===== src/rtl/mips_pkg.sv =====
// Shared ALU constants: control codes, default datapath width and the
// sequencing states used by the multi-cycle ALU.
package mips_pkg;

    localparam int unsigned ALU_WIDTH = 32;

    localparam logic [3:0] ALU_ADD = 4'b0010;
    localparam logic [3:0] ALU_SUB = 4'b0011;
    localparam logic [3:0] ALU_MUL = 4'b0100;

    typedef enum logic [1:0] {
        ST_IDLE,
        ST_MUL,
        ST_FIX
    } alu_state_e;

endpackage


===== src/rtl/mips_seq_mult.sv =====
// Unsigned magnitude shift-add multiplier. One partial product per cycle;
// 'last' is high during the cycle whose clock edge adds the final partial
// product, so acc is complete in the following cycle.
module mips_seq_mult #(
    parameter int unsigned WIDTH = 32
) (
    input  logic                 clk,
    input  logic                 rst_n,
    input  logic                 start,
    input  logic [WIDTH-1:0]     mcand,
    input  logic [WIDTH-1:0]     mplier,
    output logic                 last,
    output logic [2*WIDTH-1:0]   acc
);

    localparam int unsigned CW = $clog2(WIDTH);

    logic                 run_q, run_d;
    logic [CW-1:0]        cnt_q, cnt_d;
    logic [2*WIDTH-1:0]   mcand_q, mcand_d;
    logic [WIDTH-1:0]     mplier_q, mplier_d;
    logic [2*WIDTH-1:0]   acc_q, acc_d;

    assign last = run_q && (cnt_q == CW'(WIDTH - 1));
    assign acc  = acc_q;

    // Next-state: load on start, otherwise one shift-add step per cycle while running
    always_comb begin
        run_d    = run_q;
        cnt_d    = cnt_q;
        mcand_d  = mcand_q;
        mplier_d = mplier_q;
        acc_d    = acc_q;
        if (start) begin
            run_d    = 1'b1;
            cnt_d    = '0;
            mcand_d  = {{WIDTH{1'b0}}, mcand};
            mplier_d = mplier;
            acc_d    = '0;
        end else if (run_q) begin
            // mcand_q already holds |a| << count, so this adds the shifted multiplicand
            if (mplier_q[0]) begin
                acc_d = acc_q + mcand_q;
            end
            mcand_d  = mcand_q << 1;
            mplier_d = mplier_q >> 1;
            cnt_d    = cnt_q + CW'(1);
            if (last) begin
                run_d = 1'b0;
            end
        end
    end

    // Multiplier state registers
    always_ff @(posedge clk or negedge rst_n) begin
        if (!rst_n) begin
            run_q    <= 1'b0;
            cnt_q    <= '0;
            mcand_q  <= '0;
            mplier_q <= '0;
            acc_q    <= '0;
        end else begin
            run_q    <= run_d;
            cnt_q    <= cnt_d;
            mcand_q  <= mcand_d;
            mplier_q <= mplier_d;
            acc_q    <= acc_d;
        end
    end

endmodule


===== src/rtl/mips_seq_alu.sv =====
// Sequential datapath ALU: single-cycle add/sub, iterative signed multiply
// into HI/LO, with a start/busy/done handshake for core stalling.
module mips_seq_alu
    import mips_pkg::*;
#(
    parameter int unsigned WIDTH = mips_pkg::ALU_WIDTH
) (
    input  logic             clk,
    input  logic             rst_n,
    input  logic             start,
    input  logic [3:0]       alu_control,
    input  logic [WIDTH-1:0] src_a,
    input  logic [WIDTH-1:0] src_b,
    output logic             busy,
    output logic             done,
    output logic [WIDTH-1:0] result,
    output logic             zero,
    output logic [WIDTH-1:0] hi,
    output logic [WIDTH-1:0] lo,
    output logic             illegal
);

    alu_state_e         state_q, state_d;
    logic               busy_q, busy_d;
    logic               done_q, done_d;
    logic               illegal_q, illegal_d;
    logic               zero_q, zero_d;
    logic               sign_q, sign_d;
    logic [WIDTH-1:0]   result_q, result_d;
    logic [WIDTH-1:0]   hi_q, hi_d;
    logic [WIDTH-1:0]   lo_q, lo_d;

    logic               mult_start;
    logic               mult_last;
    logic [2*WIDTH-1:0] mult_acc;
    logic [WIDTH-1:0]   abs_a, abs_b, sum, diff;
    logic [2*WIDTH-1:0] prod;

    // Operand magnitudes; the most-negative value maps to 2^(WIDTH-1) as unsigned
    always_comb begin
        abs_a = src_a[WIDTH-1] ? -src_a : src_a;
        abs_b = src_b[WIDTH-1] ? -src_b : src_b;
        sum   = src_a + src_b;
        diff  = src_a - src_b;
        prod  = sign_q ? -mult_acc : mult_acc;
    end

    mips_seq_mult #(
        .WIDTH (WIDTH)
    ) u_mult (
        .clk    (clk),
        .rst_n  (rst_n),
        .start  (mult_start),
        .mcand  (abs_a),
        .mplier (abs_b),
        .last   (mult_last),
        .acc    (mult_acc)
    );

    // Decode, sequencing and output update
    always_comb begin
        state_d    = state_q;
        busy_d     = busy_q;
        done_d     = 1'b0;
        illegal_d  = illegal_q;
        zero_d     = zero_q;
        sign_d     = sign_q;
        result_d   = result_q;
        hi_d       = hi_q;
        lo_d       = lo_q;
        mult_start = 1'b0;
        case (state_q)
            ST_IDLE: begin
                if (start) begin
                    illegal_d = 1'b0;
                    case (alu_control)
                        ALU_ADD: begin
                            result_d = sum;
                            zero_d   = (sum == '0);
                            done_d   = 1'b1;
                        end
                        ALU_SUB: begin
                            result_d = diff;
                            zero_d   = (diff == '0);
                            done_d   = 1'b1;
                        end
                        ALU_MUL: begin
                            sign_d     = src_a[WIDTH-1] ^ src_b[WIDTH-1];
                            mult_start = 1'b1;
                            busy_d     = 1'b1;
                            state_d    = ST_MUL;
                        end
                        default: begin
                            illegal_d = 1'b1;
                            done_d    = 1'b1;
                        end
                    endcase
                end
            end
            ST_MUL: begin
                if (mult_last) begin
                    state_d = ST_FIX;
                end
            end
            ST_FIX: begin
                {hi_d, lo_d} = prod;
                result_d     = prod[WIDTH-1:0];
                zero_d       = (prod == '0);
                done_d       = 1'b1;
                busy_d       = 1'b0;
                state_d      = ST_IDLE;
            end
            default: begin
                state_d = ST_IDLE;
                busy_d  = 1'b0;
            end
        endcase
    end

    // Registered FSM state and outputs
    always_ff @(posedge clk or negedge rst_n) begin
        if (!rst_n) begin
            state_q   <= ST_IDLE;
            busy_q    <= 1'b0;
            done_q    <= 1'b0;
            illegal_q <= 1'b0;
            zero_q    <= 1'b1;
            sign_q    <= 1'b0;
            result_q  <= '0;
            hi_q      <= '0;
            lo_q      <= '0;
        end else begin
            state_q   <= state_d;
            busy_q    <= busy_d;
            done_q    <= done_d;
            illegal_q <= illegal_d;
            zero_q    <= zero_d;
            sign_q    <= sign_d;
            result_q  <= result_d;
            hi_q      <= hi_d;
            lo_q      <= lo_d;
        end
    end

    assign busy    = busy_q;
    assign done    = done_q;
    assign illegal = illegal_q;
    assign zero    = zero_q;
    assign result  = result_q;
    assign hi      = hi_q;
    assign lo      = lo_q;

endmodule

===== config.mk =====
export PLATFORM = sky130hd
export DESIGN_NAME = mips_seq_alu
export DESIGN_NICKNAME = d
export VERILOG_FILES = /design/src/rtl/mips_pkg.sv /design/src/rtl/mips_seq_mult.sv /design/src/rtl/mips_seq_alu.sv
export SDC_FILE = /design/constraint.sdc
export NUM_CORES = 1
export LEC_CHECK = 0
export CORE_MARGIN = 2
export CORE_UTILIZATION = 29
export CTS_CLUSTER_DIAMETER = 40
export DETAILED_ROUTE_END_ITERATION = 6
export MAX_ROUTING_LAYER = met4
export PLACE_DENSITY = 0.56
export REMOVE_ABC_BUFFERS = 1
export SYNTH_ARGS = -nofsm -noshare
export SYNTH_HDL_FRONTEND = slang
export SYNTH_HIERARCHICAL = 1
export SYNTH_SLANG_ARGS = --single-unit

===== constraint.sdc =====
create_clock -name clk -period 4.5 [get_ports clk]
set_clock_uncertainty 0.15 [all_clocks]
set_input_delay 0.9 -clock clk [delete_from_list [all_inputs] [get_ports clk]]
set_output_delay 0.9 -clock clk [all_outputs]
set_load 0.005 [all_outputs]

# Word level (Yosys, flattened, before mapping)
# Cells that the tools add are included.
# W data, S select, Z words.
# word_totals
register_bits,269
input_bits,71
elab_cells,83
# op_classes
n_addsub,7
eq_ne,10
mux,35
n_bitwise,2
n_reduce_logical,15
# op_table
op,n
$mux W64,6
$mux W32,5
$pmux W32 S2,2
$add A64 B64 Y64,1
$logic_not A32 Y1,2
$logic_not A64 Y1,1
$neg A32 Y32,2
$neg A64 Y64,1
$add A32 B32 Y32,1
$sub A32 B32 Y32,1
$mux W1,12
$reduce_and A3 Y1,4
$mux W5,2
$eq A4 B2 Y1 const B,2
$pmux W1 S2,4
$mux W2,3
$reduce_bool A2 Y1,3
$add A5 B1 Y5 const B,1
$eq A5 B5 Y1 const B,1
$eq A4 B3 Y1 const B,1
$ne A2 B2 Y1 const B,2
$pmux W2 S2,1
$reduce_and A2 Y1,2
$ne A3 B1 Y1 const B,1
other kinds (8),8

# Logic depth before layout (Yosys ltp)
# logic_depth
word_depth,6
mapped_depth,15
mapped_depth_nobuf,14

# Cells and area by module
# The synthesis kept the hierarchy.
# by_module_without_submodules
mod,n_inst,cells_each,area_each_um2,seq_area_each_um2
mips_seq_alu,1,1559,11461.0,2578.7
mips_seq_mult,1,1229,10662.7,4154.0

# Worst setup path before layout
# Ideal clock, no wire load.
# synth_path
path_kind,input to register
start,in src_b[1]
end,"reg zero_q, in the netlist zero"
setup_ns,0.105
arrival_ns,4.120
t_required_ns,4.245
slack_ns,0.125
stages,13
path_buffers,0
path_cell_list,inv_1 ha_1 nand2b_1 a2111o_1 a311oi_1 nor4_1 nor4b_1 o311ai_1 nand3_1 or3b_2 or4bb_1 o21ba_1 o41ai_1
# synth_between
elab_chain_cells,5
# synth_lines
item,line_no,source
start: declaration,mips_seq_alu.sv:13,"input logic [WIDTH-1:0] src_b,"
$sub A32 B32 Y32 or $add A32 B32 Y32 (tied branches),"mips_seq_alu.sv:44, mips_seq_alu.sv:43",
"$logic_not A32 Y1, on equally long branches","mips_seq_alu.sv:84, mips_seq_alu.sv:79",
$pmux W1 S2 (*),mips_seq_alu.sv:76,case (alu_control)
$mux W1 (*),mips_seq_alu.sv:74,if (start) begin
$pmux W1 S2 (*),mips_seq_alu.sv:72,case (state_q)
end signal: assignment,mips_seq_alu.sv:137,zero_q <= zero_d;
end: declaration,mips_seq_alu.sv:27,"logic zero_q, zero_d;"
# Mark *: on every way between the ends. The rest lies on a longest branch, timed or not. The select of a mux whose other input is x is not followed.
# A chain may end at the register's enable or synchronous reset.

# Final worst setup path
# layout_path
start,in src_a[15]
end,"reg zero_q, in the netlist zero"
# layout_between
elab_chain_cells,5
# layout_lines
item,line_no,source
start: declaration,mips_seq_alu.sv:12,"input logic [WIDTH-1:0] src_a,"
$sub A32 B32 Y32 or $add A32 B32 Y32 (tied branches),"mips_seq_alu.sv:44, mips_seq_alu.sv:43",
"$logic_not A32 Y1, on equally long branches","mips_seq_alu.sv:84, mips_seq_alu.sv:79",
$pmux W1 S2 (*),mips_seq_alu.sv:76,
$mux W1 (*),mips_seq_alu.sv:74,
$pmux W1 S2 (*),mips_seq_alu.sv:72,
# Marks and branches as above.

==> results summary <==
In this design, the critical path's most frequently occurring cell is buf_4. The top cell type by area accounts for 30.3% of the synthesized area. The first-pass GRT wire length came out at 127000 um.

The final total power is 19.0 mW. The clock net in this run drives a total of 269 sinks. The leakage power came out at 13.0 nW. The number of global-route vias before repair was 21.6k. For this run, the leading register cell type out of synthesis is dfrtp_1.

Across the whole layout, storage elements account for 0.00674 mm^2. The count of unique library cells instantiated by Yosys is 89. The routed wire length is 81900 um. The number of warnings reported in the yosys synthesis log is 6. The clock latency reported for the late side of the worst-skew pair came out at 630 ps. On the critical path, the stage with the largest delay is an instance of or4b_2. The number of antenna violations at the first check in global routing came out at 0.

The effective utilization at floorplan is 29.2%. The setup TNS is 0 ps. The total via count after detailed routing is 22.3k. The worst supply voltage drop on vdd is 374 uV. In this run the worst hold path is classified as in -> async. The relative slew slack is 36.5%.

The die covers 0.0785 mm^2. The number of violations reported at the end of detailed-routing iteration 0 is 1596. In this run the deepest clock path goes through 3 buffers.

The number of placed instances, taps included, is 4152. The number of maximum-capacitance violations came out at 0. The number of hold violations in the final report came to 0. The core region is 0.0757 mm^2. The final layout contains 3436 nets.

From left edge to right edge, the die measures 280 um. The classification of the worst setup path is in -> reg. The final cell count without fillers is 4253.

The endpoint kind of the worst setup timing path is a flop. For this run, design rule violations remaining after detail routing come to 0. Along the worst path, the maximum fanout reaches 2. The overall global routing resource usage came out at 21.1%.

Synthesis handed over a netlist of 2788 instances. The total overflow reported by the global router came out at 0. The clock period minus final worst setup slack came out at 4340 ps. In this run the power density over the cells is 647 mW/mm^2. The layout cell share with drive strength beyond 1 came out at 16.4%. The post-detailed-route count of antenna-violating nets came out at 0. The half-perimeter wire length of the detailed placement result came out at 65300 um. The critical path data required time is 4860 ps.

The clock-pin slew on the worst setup and hold paths came out at 60 ps. The number of flops mapped to enable cells by yosys came out at 0. The run finished with clean final reports. The maximum number of pins on one net before global-route repair is 89. The synthesis-stage register bit count is 269. Buffers placed on the I/O ports in this run total 170. The area used by multi-input combinational logic is 0.0146 mm^2. 171 I/O pins were placed. The synthesis-to-layout area growth came out at 32.6%. The cell type with the largest total area after synthesis is dfrtp_1.

The final weighted congestion of routability-driven global placement is 0.952. Of all flip-flops after synthesis, the portion carrying an async set or reset was 100%. The number of buffers created by CTS came out at 53. The layout has 7824 filler cells. The highest achievable clock rate came out at 230 MHz.

The hold-fix buffer count after cts came out at 0. Measured along the y axis, the die boundary spans 280 um. The worst-margin pin slew is 952 ps. The proportion of synthesized chip area in sequential cells came out at 30.4%.

The type of element launching the critical path is an input port. The data arrival at the endpoint of the critical path came out at 4700 ps. Sorting the synthesized cells by area gives the leading types as dfrtp_1 (30%), ha_1 (7.4%), nand2_1 (6.6%). The final count of pins violating max slew was 0.

The number of levels in the clock H-tree came out at 2. The number of setup violations in the final report came out at 0. For this run, the slowest stage of the critical path takes 650 ps. After detailed routing, the average wire length per cell comes to 19.3 um. The detail-routed via count per cell is 5.24. The buffer type at the clock tree root is clkbuf_16. The length of the first detailed-routing pass in iterations is 6. After synthesis the cells add up to 0.0221 mm^2. The signal on the critical path passes through clkdlybuf4s50_1 > ha_1 > or4_1 > and2_1 > a31oi_1 > buf_4 > buf_4 > nand2_1 > o21ai_1 > buf_4 > xnor2_1 > nand4_1 > nor4_1 > or4b_2 > o21ba_1 > o41ai_1. The worst-case hold slack came out at 149 ps. The part of the cycle the worst path needs came out at 96.5%.

The synthesized area divided by synthesized cell count came out at 7.94 um^2. The placement row count is 101. The number of antenna diodes is 0. The CTS tree is yes.
## critical path: cells and delay by family
kind            cells  cell delay, ps
fa+ha+maj           1             360
buf+inv             4             940
compound gates      4             640
simple gates        6            1750
xor+xnor            1             120
## flip-flops by register name, indices dropped and copies added (netlist names), 2 cells and up
register         flops
hi                  32
lo                  32
result              32
state_q              2
u_mult/acc          64
u_mult/cnt_q         5
u_mult/mcand_q      64
u_mult/mplier_q     32
## final cells by class
| class | instances | area share, % |
|---|---|---|
| clock buffer | 55 | 4.55 |
| clock inverter | 44 | 1.83 |
| inverter | 93 | 1.21 |
| multi-input combinational | 2267 | 49.6 |
| sequential | 269 | 23.0 |
| tap | 978 | 4.17 |
| timing repair buffer | 547 | 15.6 |
## power breakdown
group | leakage [nW] | switching, mW | internal [mW]
registers | 3.36 | 1.14 | 3.41
clock network | 0.925 | 1.60 | 2.59
logic | 8.75 | 5.78 | 4.46
total | 13.0 | 8.52 | 10.5
## stage by stage
stage          setup slack [ps]  utilization [%]  instance area (um^2)
2_1_floorplan             -2100                -                 21500
3_3_place_gp               -696             36.1                 27300
3_5_place_dp               -631             36.1                 27300
4_1_cts                    6.41             38.6                 29200
5_1_grt                   -9.08             38.8                 29300
6_report                    158             38.8                 29300
## worst paths after layout
| check | start | end | slack (ps) | cells past startpoint |
|---|---|---|---|---|
| max | src_a[15] | zero$_DFFE_PN1P_ | 160 | 16 |
| min in group clk | hi[16]$_DFFE_PN0P_ | hi[16]$_DFFE_PN0P_ | 320 | 2 |
| max reg2reg | u_mult/acc[8]$_DFFE_PN0P_ | zero$_DFFE_PN1P_ | 240 | 14 |
| min reg2reg | hi[16]$_DFFE_PN0P_ | hi[16]$_DFFE_PN0P_ | 320 | 2 |
| min | rst_n | lo[17]$_DFFE_PN0P_ | 150 | 1 |
| max in group asynchronous | rst_n | u_mult/acc[59]$_DFFE_PN0P_ | 3090 | 3 |
## cell usage in the layout (no fill, tap or decap), types with 26 or more instances in the layout
| cell type | n |
|---|---|
| a211oi_1 | 39 |
| a21o_1 | 33 |
| a21oi_1 | 221 |
| a31oi_1 | 29 |
| buf_4 | 373 |
| clkbuf_16 | 53 |
| clkdlybuf4s50_1 | 169 |
| dfrtp_1 | 266 |
| ha_1 | 131 |
| inv_1 | 90 |
| mux2i_1 | 109 |
| nand2_1 | 386 |
| nand2b_1 | 27 |
| nand3_1 | 62 |
| nand4_1 | 40 |
| nor2_1 | 238 |
| nor2b_1 | 26 |
| nor3_1 | 65 |
| o21a_1 | 28 |
| o21ai_0 | 230 |
| o31ai_1 | 41 |
| or3_1 | 26 |
| xnor2_1 | 159 |
| xor2_1 | 70 |
## cells by family after synthesis
logic type	after synthesis	share of synthesized area (%)
AOI/OAI and AO/OA	795	22.5
adders and majority gates	134	7.68
muxes	114	5.19
and+or+nand+nor	994	20.8
buffers and inverters	252	4.32
xor gates and xnor gates	230	9.11
DFF	269	30.4
## cell usage after synthesis, drive strengths merged (10+ instances only)
| library cell | number |
|---|---|
| a211oi | 40 |
| a21boi | 10 |
| a21o | 33 |
| a21oi | 226 |
| a31oi | 29 |
| and2 | 16 |
| and3 | 15 |
| buf | 24 |
| clkbuf | 135 |
| dfrtp | 268 |
| ha | 131 |
| inv | 92 |
| mux2i | 109 |
| nand2 | 389 |
| nand2b | 28 |
| nand3 | 62 |
| nand4 | 40 |
| nor2 | 238 |
| nor2b | 27 |
| nor3 | 65 |
| nor4 | 28 |
| o211ai | 21 |
| o21a | 28 |
| o21ai | 238 |
| o21bai | 18 |
| o31a | 10 |
| o31ai | 44 |
| o41ai | 23 |
| or2 | 10 |
| or3 | 26 |
| or4 | 22 |
| xnor2 | 160 |
| xor2 | 70 |
## routing by layer
layer  part of all wire [%]  GRT usage, %  wire [um]
met4                    2.4          5.24       1930
met5                      0             -          0
met2                     45          33.0      36900
met3                    6.1          2.87       4970
met1                     46          28.9      38100
## what timing repair did
item	4_1_cts	5_1_grt
setup buffers	0	2
endpoints found under the setup margin	1	1
pin swaps	0	6
gates cloned	0	0
gates resized for setup	1	19
Note: power is estimated with default switching activity, not from simulation.
